==> src/rtl/problema1_scan_ctrl.sv <==
// LED-matrix scan controller on an Avalon-MM slave: double-buffered image,
// one-hot row scan with a blanking gap, tear-free buffer swap at frame end.
module problema1_scan_ctrl #(
   parameter int ROWS      = 5,
   parameter int COLS      = 7,
   parameter int DWELL_W   = 16,
   parameter int BLANK_CYC = 4
) (
   input  logic              clk,
   input  logic              reset_n,
   input  logic [2:0]        address,
   input  logic              chipselect,
   input  logic              write_n,
   input  logic [31:0]       writedata,
   output logic [31:0]       readdata,
   output logic [ROWS-1:0]   linhas_out,
   output logic [COLS-1:0]   colunas_out,
   output logic              frame_irq
);

   localparam int RW    = (ROWS > 1) ? $clog2(ROWS) : 1;
   localparam int BW    = $clog2(BLANK_CYC + 1);
   localparam int CNT_W = (DWELL_W > BW) ? DWELL_W : BW;
   localparam logic [CNT_W-1:0]   CNT_ONE    = 1;
   localparam logic [CNT_W-1:0]   BLANK_LAST = CNT_W'(BLANK_CYC - 1);
   localparam logic [RW-1:0]      ROW_LAST   = RW'(ROWS - 1);
   localparam logic [DWELL_W-1:0] DWELL_RST  = DWELL_W'(1000);

   typedef enum logic [1:0] {S_IDLE, S_BLANK, S_DRIVE} state_t;

   state_t               state_q, state_d;
   logic [CNT_W-1:0]     cnt_q, cnt_d;
   logic [RW-1:0]        row_q, row_d;
   logic [DWELL_W-1:0]   dwell_lat_q, dwell_lat_d;
   logic                 frame_end;

   logic                 enable_q, irq_en_q, swap_pend_q, irq_flag_q;
   logic [DWELL_W-1:0]   dwell_q;
   logic [7:0]           frame_cnt_q;
   logic [COLS-1:0]      back_q  [ROWS];
   logic [COLS-1:0]      front_q [ROWS];
   logic [ROWS-1:0]      linhas_q, linhas_d;
   logic [COLS-1:0]      colunas_q, colunas_d;
   logic [COLS-1:0]      front_sel;

   logic wr, wr_ctrl, wr_dwell, wr_stat;
   logic unused_wd;

   assign wr        = chipselect & ~write_n;
   assign wr_ctrl   = wr && (address == 3'd5);
   assign wr_dwell  = wr && (address == 3'd6);
   assign wr_stat   = wr && (address == 3'd7);
   assign unused_wd = ^writedata;

   // FSM state register plus the shared cycle counter and the latched dwell
   always_ff @(posedge clk or negedge reset_n) begin
      if (!reset_n) begin
         state_q     <= S_IDLE;
         cnt_q       <= '0;
         row_q       <= '0;
         dwell_lat_q <= DWELL_W'(1);
      end else begin
         state_q     <= state_d;
         cnt_q       <= cnt_d;
         row_q       <= row_d;
         dwell_lat_q <= dwell_lat_d;
      end
   end

   always_comb begin
      state_d     = state_q;
      cnt_d       = cnt_q;
      row_d       = row_q;
      dwell_lat_d = dwell_lat_q;
      frame_end   = 1'b0;
      if (!enable_q) begin
         state_d = S_IDLE;
         cnt_d   = '0;
         row_d   = '0;
      end else begin
         case (state_q)
            S_IDLE: begin
               state_d = S_BLANK;
               cnt_d   = '0;
               row_d   = '0;
            end
            S_BLANK: begin
               if (cnt_q == BLANK_LAST) begin
                  state_d     = S_DRIVE;
                  cnt_d       = '0;
                  dwell_lat_d = (dwell_q == '0) ? DWELL_W'(1) : dwell_q;
               end else begin
                  cnt_d = cnt_q + CNT_ONE;
               end
            end
            S_DRIVE: begin
               if (cnt_q == (CNT_W'(dwell_lat_q) - CNT_ONE)) begin
                  state_d = S_BLANK;
                  cnt_d   = '0;
                  if (row_q == ROW_LAST) begin
                     row_d     = '0;
                     frame_end = 1'b1;
                  end else begin
                     row_d = row_q + RW'(1);
                  end
               end else begin
                  cnt_d = cnt_q + CNT_ONE;
               end
            end
            default: begin
               state_d = S_IDLE;
               cnt_d   = '0;
               row_d   = '0;
            end
         endcase
      end
   end

   always_comb begin
      front_sel = '0;
      for (int r = 0; r < ROWS; r++) begin
         if (row_q == RW'(r)) front_sel = front_q[r];
      end
   end

   // Pins follow the current state, so they lag the state by one clock
   always_comb begin
      linhas_d  = '0;
      colunas_d = '0;
      if (enable_q && state_q == S_DRIVE) begin
         linhas_d  = ROWS'(1) << row_q;
         colunas_d = front_sel;
      end
   end

   always_ff @(posedge clk or negedge reset_n) begin
      if (!reset_n) begin
         linhas_q  <= '0;
         colunas_q <= '0;
      end else begin
         linhas_q  <= linhas_d;
         colunas_q <= colunas_d;
      end
   end

   // Copy reads the pre-edge back value, so a same-cycle write lands only in back
   always_ff @(posedge clk or negedge reset_n) begin
      if (!reset_n) begin
         for (int r = 0; r < ROWS; r++) begin
            back_q[r]  <= '0;
            front_q[r] <= '0;
         end
      end else begin
         for (int r = 0; r < ROWS; r++) begin
            if (frame_end && swap_pend_q) front_q[r] <= back_q[r];
            if (wr && address == 3'(r))   back_q[r]  <= writedata[COLS-1:0];
         end
      end
   end

   always_ff @(posedge clk or negedge reset_n) begin
      if (!reset_n) begin
         enable_q    <= 1'b0;
         irq_en_q    <= 1'b0;
         swap_pend_q <= 1'b0;
         irq_flag_q  <= 1'b0;
         dwell_q     <= DWELL_RST;
         frame_cnt_q <= '0;
      end else begin
         if (wr_ctrl) begin
            enable_q <= writedata[0];
            irq_en_q <= writedata[2];
         end
         // A swap request in the frame-end cycle survives for the next frame
         if (wr_ctrl && writedata[1])
            swap_pend_q <= 1'b1;
         else if (frame_end)
            swap_pend_q <= 1'b0;
         if (frame_end)
            irq_flag_q <= 1'b1;
         else if (wr_stat && writedata[0])
            irq_flag_q <= 1'b0;
         if (wr_dwell)
            dwell_q <= writedata[DWELL_W-1:0];
         if (frame_end)
            frame_cnt_q <= frame_cnt_q + 8'd1;
      end
   end

   always_comb begin
      readdata = '0;
      for (int r = 0; r < ROWS; r++) begin
         if (address == 3'(r)) readdata[COLS-1:0] = back_q[r];
      end
      case (address)
         3'd5:    readdata[2:0] = {irq_en_q, swap_pend_q, enable_q};
         3'd6:    readdata[DWELL_W-1:0] = dwell_q;
         3'd7: begin
            readdata[15:8] = frame_cnt_q;
            readdata[0]    = irq_flag_q;
         end
         default: ;
      endcase
   end

   assign linhas_out  = linhas_q;
   assign colunas_out = colunas_q;
   assign frame_irq   = irq_flag_q & irq_en_q;

endmodule

==> config.mk <==
export PLATFORM = sky130hd
export DESIGN_NAME = problema1_scan_ctrl
export DESIGN_NICKNAME = d
export VERILOG_FILES = /design/src/rtl/problema1_scan_ctrl.sv
export SDC_FILE = /design/constraint.sdc
export NUM_CORES = 1
export LEC_CHECK = 0
export ABC_AREA = 1
export BUFFER_PORTS_ARGS = -buffer_cell sky130_fd_sc_hd__buf_2
export CORE_UTILIZATION = 55
export DETAILED_ROUTE_END_ITERATION = 6
export PLACE_DENSITY = 0.73
export SYNTH_ARGS = -nofsm -noshare
export SYNTH_HDL_FRONTEND = slang
export SYNTH_SLANG_ARGS = --single-unit
==> constraint.sdc <==
create_clock -name clk -period 2.62 [get_ports clk]
set_clock_uncertainty 0.05 [all_clocks]
set_input_delay 0.524 -clock clk [delete_from_list [all_inputs] [get_ports clk]]
set_output_delay 0.524 -clock clk [all_outputs]
set_load 0.02 [all_outputs]
* Word-level counts from Yosys, hierarchy flattened
Index checks and enable logic that the tools add are counted.
Cells by class: reductions and logical operators 21, add/subtract/negate cells 4, eq/ne operators 18, bitwise logic cells 3, shift operators 1, multiplexer cells 37
Operator list (number):
- $mux W7 | 11
- $mux W16 | 4
- $pmux W16 S2 | 1
- $add A16 B1 Y16 const B | 1
- $eq A16 B16 Y1 | 1
- $eq A16 B2 Y1 const B | 1
- $logic_not A16 Y1 | 1
- $pmux W8 S2 | 1
- $sub A16 B1 Y16 const B | 1
- $eq A3 B3 Y1 const B | 5
- $eq A3 B2 Y1 const B | 4
- $logic_and A1 B1 Y1 | 12
- $mux W5 | 2
- $mux W3 | 3
- $add A8 B1 Y8 const B | 1
- $mux W1 | 8
- $eq A3 B1 Y1 const B | 2
- $logic_not A3 Y1 | 2
- $mux W2 | 3
- $ne A3 B3 Y1 const B | 2
- $pmux W2 S3 | 1
- $pmux W3 S2 | 1
- $shl A1 B3 Y5 const A | 1
- $pmux W2 S2 | 1
- 11 further kinds | 14
Word-level totals: register bits 147, bits of input ports 39, output and inout port bits 45

* Logic depth before layout (Yosys ltp)
Gate-level depths: netlist of run 1.
depth after elaboration 7, depth in mapped cells 17

* Worst setup path after synthesis of run 1
OpenSTA, ideal clock, no wires.
path kind register to register, start reg dwell_lat_q[0], end reg front_q[27] (netlist name), period minus slack after synthesis 2.281 ns, data required time 2.453 ns, setup slack 0.339 ns, data arrival time 2.114 ns, library setup time 0.117 ns, cell stages (with the launch flop) 17, cell sequence dfstp_2 -> inv_1 -> ha_1 -> nand2_1 -> inv_1 -> nor2_1 -> nand3_1 -> nor2_1 -> nand2_1 -> nor2_1 -> nand3_2 -> nor2_4 -> nand3_2 -> buf_6 -> buf_6 -> nand2_2 -> o21ai_2
On the way: longest elaborated chain between the ends 6
Ends and longest elaborated chain:
- from (decl) | RTL line 34 | logic [DWELL_W-1:0] dwell_lat_q, dwell_lat_d;
- from (signal assigned) | RTL line 66 | dwell_lat_q <= dwell_lat_d;
- $sub A16 B1 Y16 | RTL line 97 | if (cnt_q == (CNT_W'(dwell_lat_q) - CNT_ONE)) begin
- $eq A16 B16 Y1 | RTL line 97
- $mux W1 | RTL line 97
- $mux W1 | RTL line 81 | case (state_q)
- $mux W1 | RTL line 76 | if (!enable_q) begin
- $logic_and A1 B1 Y1 | RTL line 155 | if (frame_end && swap_pend_q) front_q[r] <= back_q[r];
- to (signal, indexed assignment) | RTL line 155
- to (decl) | RTL line 41 | logic [COLS-1:0] front_q [ROWS];
Every way passes these cells. A chain may end at the register's enable or synchronous reset.

* Final worst setup path of run 1
start reg back_q[8] (netlist name), end out readdata[1]
On the way: longest elaborated chain between the ends 3
Ends and longest elaborated chain:
- from (decl) | RTL line 40 | logic [COLS-1:0] back_q [ROWS];
- from (signal, indexed assignment) | RTL line 156 | if (wr && address == 3'(r)) back_q[r] <= writedata[COLS-1:0];
- $mux W7 (2 in a row) | RTL line 193 | if (address == 3'(r)) readdata[COLS-1:0] = back_q[r];
- $pmux W2 S2 | RTL line 195 | case (address)
- to (decl) | RTL line 15 | output logic [31:0] readdata,
Every way passes these cells.

==> results of run 1 <==
## sequential cells by signal, indices dropped and copies added (netlist names)
name	flops
back_q	35
front_q	35
cnt_q	16
dwell_lat_q	16
dwell_q	16
frame_cnt_q	8
colunas_out	7
linhas_out	5
row_q	3
state_q	2
enable_q	1
irq_en_q	1
irq_flag_q	1
swap_pend_q	1
## logic make-up (layout without fill, tap and decap cells)
group                    count (synthesis)  after routing  share of synthesized area
buffers and inverters                  167            230                     0.0976
flip-flops                             147            147                      0.488
XOR/XNOR                                18             18                     0.0209
adder cells (fa/ha/maj)                 12             12                     0.0199
AO/OA/AOI/OAI                          155            155                      0.122
AND/OR/NAND/NOR                        434            434                      0.251
other                                    1             16                   0.000496
## worst max path at each step
stage                        start          end  cells past startpoint
global placement    dwell_lat_q[0]  front_q[22]                     15
global route        dwell_lat_q[0]  front_q[21]                     15
detailed placement  dwell_lat_q[0]   front_q[3]                     15
finish                   back_q[8]  readdata[1]                      5
floorplan           dwell_lat_q[0]  front_q[27]                     16
CTS                 dwell_lat_q[0]  front_q[23]                     15
## repair_timing
item / CTS / global route
setup buffers: 0 / 4
gates resized for setup: 0 / 10
endpoints found under the setup margin: 0 / 58
hold buffers: 1 / 0
hold endpoints to repair: 44 / 0
## cell usage in the layout (no fill, tap or decap), types with 14 or more instances in the layout
cell,instances
o21ai_0,85
clkbuf_16,20
buf_2,50
nand3_1,72
dfrtp_1,140
buf_4,17
nor2_1,61
nand2_1,243
conb_1,16
o22ai_1,14
nor3_1,14
inv_1,116
## final cells by class
type | count | area [um2] | share of cell area
Inverter | 119 | 449 | 0.0510
Clock buffer | 17 | 425 | 0.0483
Clock inverter | 15 | 198 | 0.0225
Sequential cell | 147 | 3690 | 0.419
Timing Repair Buffer | 79 | 588 | 0.0668
Tap cell | 176 | 220 | 0.0250
Multi-Input combinational cell | 635 | 3230 | 0.367
## per-layer routing
layer | wire [um] | vias up
li1 | - | 3139
met1 | 8760 | 2986
met2 | 8230 | 202
met3 | 1170 | 20
met4 | 248 | 0
met5 | 0 | -
## power by group
| part | internal (W) | leakage [nW] | switching [W] |
|---|---|---|---|
| clock network | 0.00153 | 0.297 | 0.00104 |
| logic | 0.000476 | 2.15 | 0.000917 |
| registers | 0.00252 | 1.95 | 0.000197 |
## critical path, stage by stage, from the launching register on
cell and delay [ns]:
dfrtp_1 0.37, inv_1 0.14, nor3_1 0.07, a2111oi_0 0.50, o221ai_1 0.24, buf_2 0.21
## per-stage QoR
| step | hold WS (ns) | std cells | util |
|---|---|---|---|
| floorplan | 0.178 | 949 | - |
| global placement | 0.403 | 1145 | 0.598 |
| detailed placement | 0.411 | 1145 | 0.598 |
| CTS | 0.241 | 1178 | 0.646 |
| global route | 0.257 | 1188 | 0.659 |
| finish | 0.246 | 1188 | 0.659 |
==> impl_results.md, run 1 <==
- TritonCTS Buffers: 17
- Worst skew pair latency: 0.43 ns
- DR iter-0 viols: approximately 600
- GR peak layer: met1
- Worst Setup Slack, final: approximately 0.080 ns
- Synth top area share: 0.463
- RSZ-0062 raised after global routing: true
- Synth top area cells: dfrtp_1, nand2_1, inv_1
- Inserted Diodes: 0
- Overall power: 0.00668 W
- Max H-tree Level: 4
- Pre-CTS WS: a little under 0.09 ns
- Fin area: 0.00880 mm2
- Initial cell density of the core: 0.566
- Die area: around 0.014 mm2
- Fillers: between 1k and 1.5k
- First-pass GRT wire length: around 29 mm
- I/O Buffers: between 50 and 60
- Req. time, crit path: 2.05 ns
- Synth top cells by count: nand2_1, dfrtp_1, inv_1
- Most frequent cell after synthesis: nand2_1
- Worst Hold Class: in2reg
- Post-synthesis cell type count: 43
- M2 GR Usage: 0.385
- CTS tree: done
- Power per Cell Area: 759 mW/mm2
- TritonRoute pass-1 iters: 5
- WHS Path Cells: 3
- Register bit total from synthesis: 147
- Crit path DAT: 1.97 ns
- Core area: 0.0133 mm2
- Status: finished, final reports clean
- Worst r2r src: dwell_lat_q[0]
- Die H: 119 um
- Period utilization: 0.970
- Cell count after synthesis: 934
- GRT met1 Usage: 0.390
- Clk buf depth: 2
- Crit Path Max Fanout: 2
- Post-synth top flop: dfrtp_1
- Post-layout min period: between 2 and 3 ns
- Met3 Resource Use GR: 0.0517
- Max VDD drop: 579 uV
- DP Area: 0.00798 mm2
- DR vias/cell: 5.34
- Worst reg-to-reg path cell count: 15
- Wirelength per Cell: 15.5 um
- # IOs: 84
- Gr usage total: 0.262
- Crit. End Element: primary output
- Placer congestion estimate: around 0.90
- # setup viols final: 0
- DRC viols: 0
- Worst Max-Slew Pin Slew: roughly 0.54 ns
- DP Wirelength: approximately 13 mm
- Maximum capacitance violations: 0
- Slew headroom: 0.630
- Syn avg cell area: ~8.1 um2
- Routed Antenna Nets: 0
- Area growth from synthesis to layout: 16.4%
- Largest net degree at the start of global routing: 58
- Worst r2r dst: front_q[4]
- Final Hold Viols: 0
- EDFF count, synth: 0
- Die span in x: 119 um
- Nets: ~1.1k
- Layout cell share with drive strength beyond 1: 0.156
- Reg clk slew, reported paths: 0.06 ns
- Leak: 4.40 nW
- Drt total wl: 18.4 mm
- Synth warnings: 0
- R2r setup slk: 0.10 ns
- Setup TNS: 0 ns
- Worst Hold Endpoint: dwell_q[10]
- Row count: 42
- Cell Area, Synth: 0.00756 mm2
- Clock root buffer master: clkbuf_16
- Peak Freq: 394 MHz
- Pins Over Slew Limit: 0
- Initial antenna violation count: 0
- Clk sinks: 147
- Synth area leader: dfrtp_1
- Setup Crit Path Kind: reg2out
- Grt ovf: 0
- Hold path start: writedata[10]
- Via count: 6347
- Vias in the first global route: 5703
- Startpoint Class: flop
- Async S/R FF share, synth: 1.00
- Sequential fraction of the synthesis area: 0.488
(Power assumes the default switching activity.)
==> inputs of run 2 (changes only) <==
==> constraint.sdc (replaced) <==
create_clock -name clk -period 2.45 [get_ports clk]
set_clock_uncertainty 0.05 [all_clocks]
set_input_delay 0.49 -clock clk [delete_from_list [all_inputs] [get_ports clk]]
set_output_delay 0.49 -clock clk [all_outputs]
set_load 0.02 [all_outputs]
==> run 2 against run 1 <==
Via count grew 2.4%. Wire length is 2.7% higher. Total power up 4.9%. Cell count grew 1.0%. Combinational power increased by 11%. Sequential power increased by 7%. First-iteration DRC count is 13% higher. Highest routed layer unchanged.
==> impl_results.md, run 2 (synthesis results as in run 1) <==
- Worst r2r dst: front_q[22]
- Hold_ws: 0.216 ns (-0.0291 ns)
- Hold path start: writedata[10]
- # IOs: 84 (unchanged)
- Top Registers: back_q: 35 flops, front_q: 35 flops
- Vias in the first global route: 5977 (+4.8%)
- Nets: 1062 (+1.1%)
- Peak Freq: 417 MHz
- Power per Cell Area: 786 mW/mm2 (+3.6%)
- Crit path DAT: 2.66 ns (+0.69 ns)
- Pins Over Slew Limit: 0 (unchanged)
- Worst Hold Class: in2reg
- R2r setup slk: 0.05 ns (-0.05 ns)
- Worst skew pair latency: 0.43 ns (about the same)
- Slew headroom: 0.630 (about the same)
- Clk buf depth: 2 (unchanged)
- Setup TNS: 0 ns (unchanged)
- Critical path's slowest cell: dfstp_2
- Worst Max-Slew Pin Slew: 0.553 ns (+0.0114 ns)
- Inserted Diodes: 0 (unchanged)
- Maximum capacitance violations: 0 (unchanged)
- DRC viols: 0 (unchanged)
- Gr usage total: 0.270 (+0.00800)
- Drt total wl: 18.9 mm (+2.7%)
- Crit Path Max Fanout: 28 (+26)
- DR vias/cell: 5.42 (+1.4%)
- Die span in x: 119 um (unchanged)
- Via count: 6500 (+2.4%)
- Crit. End Element: flop
- DP Area: 0.00805 mm2 (+0.85%)
- Placer congestion estimate: 0.921 (+2.0%)
- Fin util: 0.668 (+0.00862)
- Worst Hold Endpoint: dwell_q[10]
- CTS tree: done
- Pre-CTS WS: 0.0126 ns (-0.0748 ns)
- Req. time, crit path: 2.71 ns (+0.66 ns)
- Reg clk slew, reported paths: 0.07 ns (about the same)
- Wirelength per Cell: 15.8 um (+1.6%)
- Slowest stage delay, CP: 0.54 ns (+0.04 ns)
- Die area: 0.0142 mm2 (unchanged)
- I/O Buffers: 51 (unchanged)
- Clock root buffer master: clkbuf_16
- DR iter-0 viols: 689 (+13%)
- Core area: 0.0133 mm2 (unchanged)
- Final Hold Viols: 0 (unchanged)
- First-pass GRT wire length: 29.7 mm (+3.9%)
- DP Wirelength: 12.8 mm (+0.54%)
- Max H-tree Level: 4 (unchanged)
- Setup Crit Path Kind: reg2reg
- Most common cell after layout, fill and taps aside: nand2_1
- Post-layout min period: between 2 and 2.5 ns
- Commonest non-fill, non-tap cells in the layout: nand2_1, dfrtp_1, inv_1
- Period utilization: 0.978
- Fillers: 1142 (-2.3%)
- Clk sinks: 147 (unchanged)
- Max VDD drop: 495 uV (-14%)
- TritonCTS Buffers: 17 (unchanged)
- Die H: 119 um (unchanged)
- RSZ-0062 raised after global routing: true
- Row count: 42 (unchanged)
- # setup viols final: 0 (unchanged)
- Startpoint Class: flop
- Area growth from synthesis to layout: 17.9%
- Layout cell share with drive strength beyond 1: 0.181 (+0.0245)
- Worst Setup Slack, final: 0.0529 ns (-0.0267 ns)
- Initial cell density of the core: 0.566 (unchanged)
- TritonRoute pass-1 iters: 7 (+2)
- Status: finished, final reports clean
- CP cell instances: inv_2 > buf_4 > buf_4 > nand2_4 > nor2_4 > nand3_1 > nand3_1 > nor2_1 > nand3_4 > nor2_4 > nand3_4 > buf_12 > nand2_1 > o21ai_0
- WHS Path Cells: 3 (unchanged)
- Largest net degree at the start of global routing: 57 (-1.7%)
- Grt ovf: 0 (unchanged)
- Fin area: 0.00891 mm2 (+1.3%)
- Leak: 4.44 nW (+1.0%)
- Routed Antenna Nets: 0 (unchanged)
- Initial antenna violation count: 0 (unchanged)
- Worst reg-to-reg path cell count: 14 (-1)
- Worst r2r src: dwell_lat_q[0]
## run 2: routing by layer
layer,vias up,track usage,part of all wire
li1,3170,-,-
met1,3097,0.405,0.46
met2,210,0.400,0.46
met3,23,0.0536,0.062
met4,0,0.0680,0.014
met5,-,0,0
## run 2: layout make-up
class | instances | area (um2) | share of cell area
clock buffers | 18 | 429 | 0.0481
clock inverters | 14 | 148 | 0.0166
inverters | 119 | 450 | 0.0505
multi-input cells | 635 | 3290 | 0.369
flip-flops and latches | 147 | 3690 | 0.414
well taps | 176 | 220 | 0.0247
repair buffers | 91 | 694 | 0.0779
## run 2: worst max path at each step
stage	start	endpoint	slack [ns]	cells past startpoint
after detailed placement	dwell_lat_q[0]	front_q[22]	0.01	15
after global routing	dwell_lat_q[0]	front_q[19]	-0.09	15
final	dwell_lat_q[0]	front_q[22]	0.05	14
after floorplan	dwell_lat_q[0]	front_q[27]	0.17	16
after CTS	dwell_lat_q[0]	front_q[22]	0.005	13
after global placement	address[1]	readdata[1]	0.0005	8
## run 2: where the power goes
part,internal (W),total [W],switching (W)
Combinational,0.000528,0.00154,0.00102
Sequential,0.00269,0.00290,0.000211
Clock,0.00143,0.00256,0.00113
## run 2: worst max-delay path: cells and delay by family (launching register included)
kind | cells | cell delay (ns)
and+or+nand+nor | 9 | 1.12
AOI/OAI and AO/OA | 1 | 0.07
DFF | 1 | 0.54
buffers and inverters | 4 | 0.49
## run 2: timing repair
action                                  4_1_cts  5_1_grt
cloned                                        0        4
hold endpoints to repair                     31        0
endpoints found under the setup margin       36       66
hold buffers                                  1        0
setup buffers                                 2        8
pin swaps                                     3       13
resized for setup                             3       28
## run 2: through the flow
step           cells  power, W
6_report        1200   0.00701
5_1_grt         1200   0.00736
4_1_cts         1189   0.00696
3_5_place_dp    1154   0.00440
3_3_place_gp    1154   0.00436
2_1_floorplan    949   0.00395
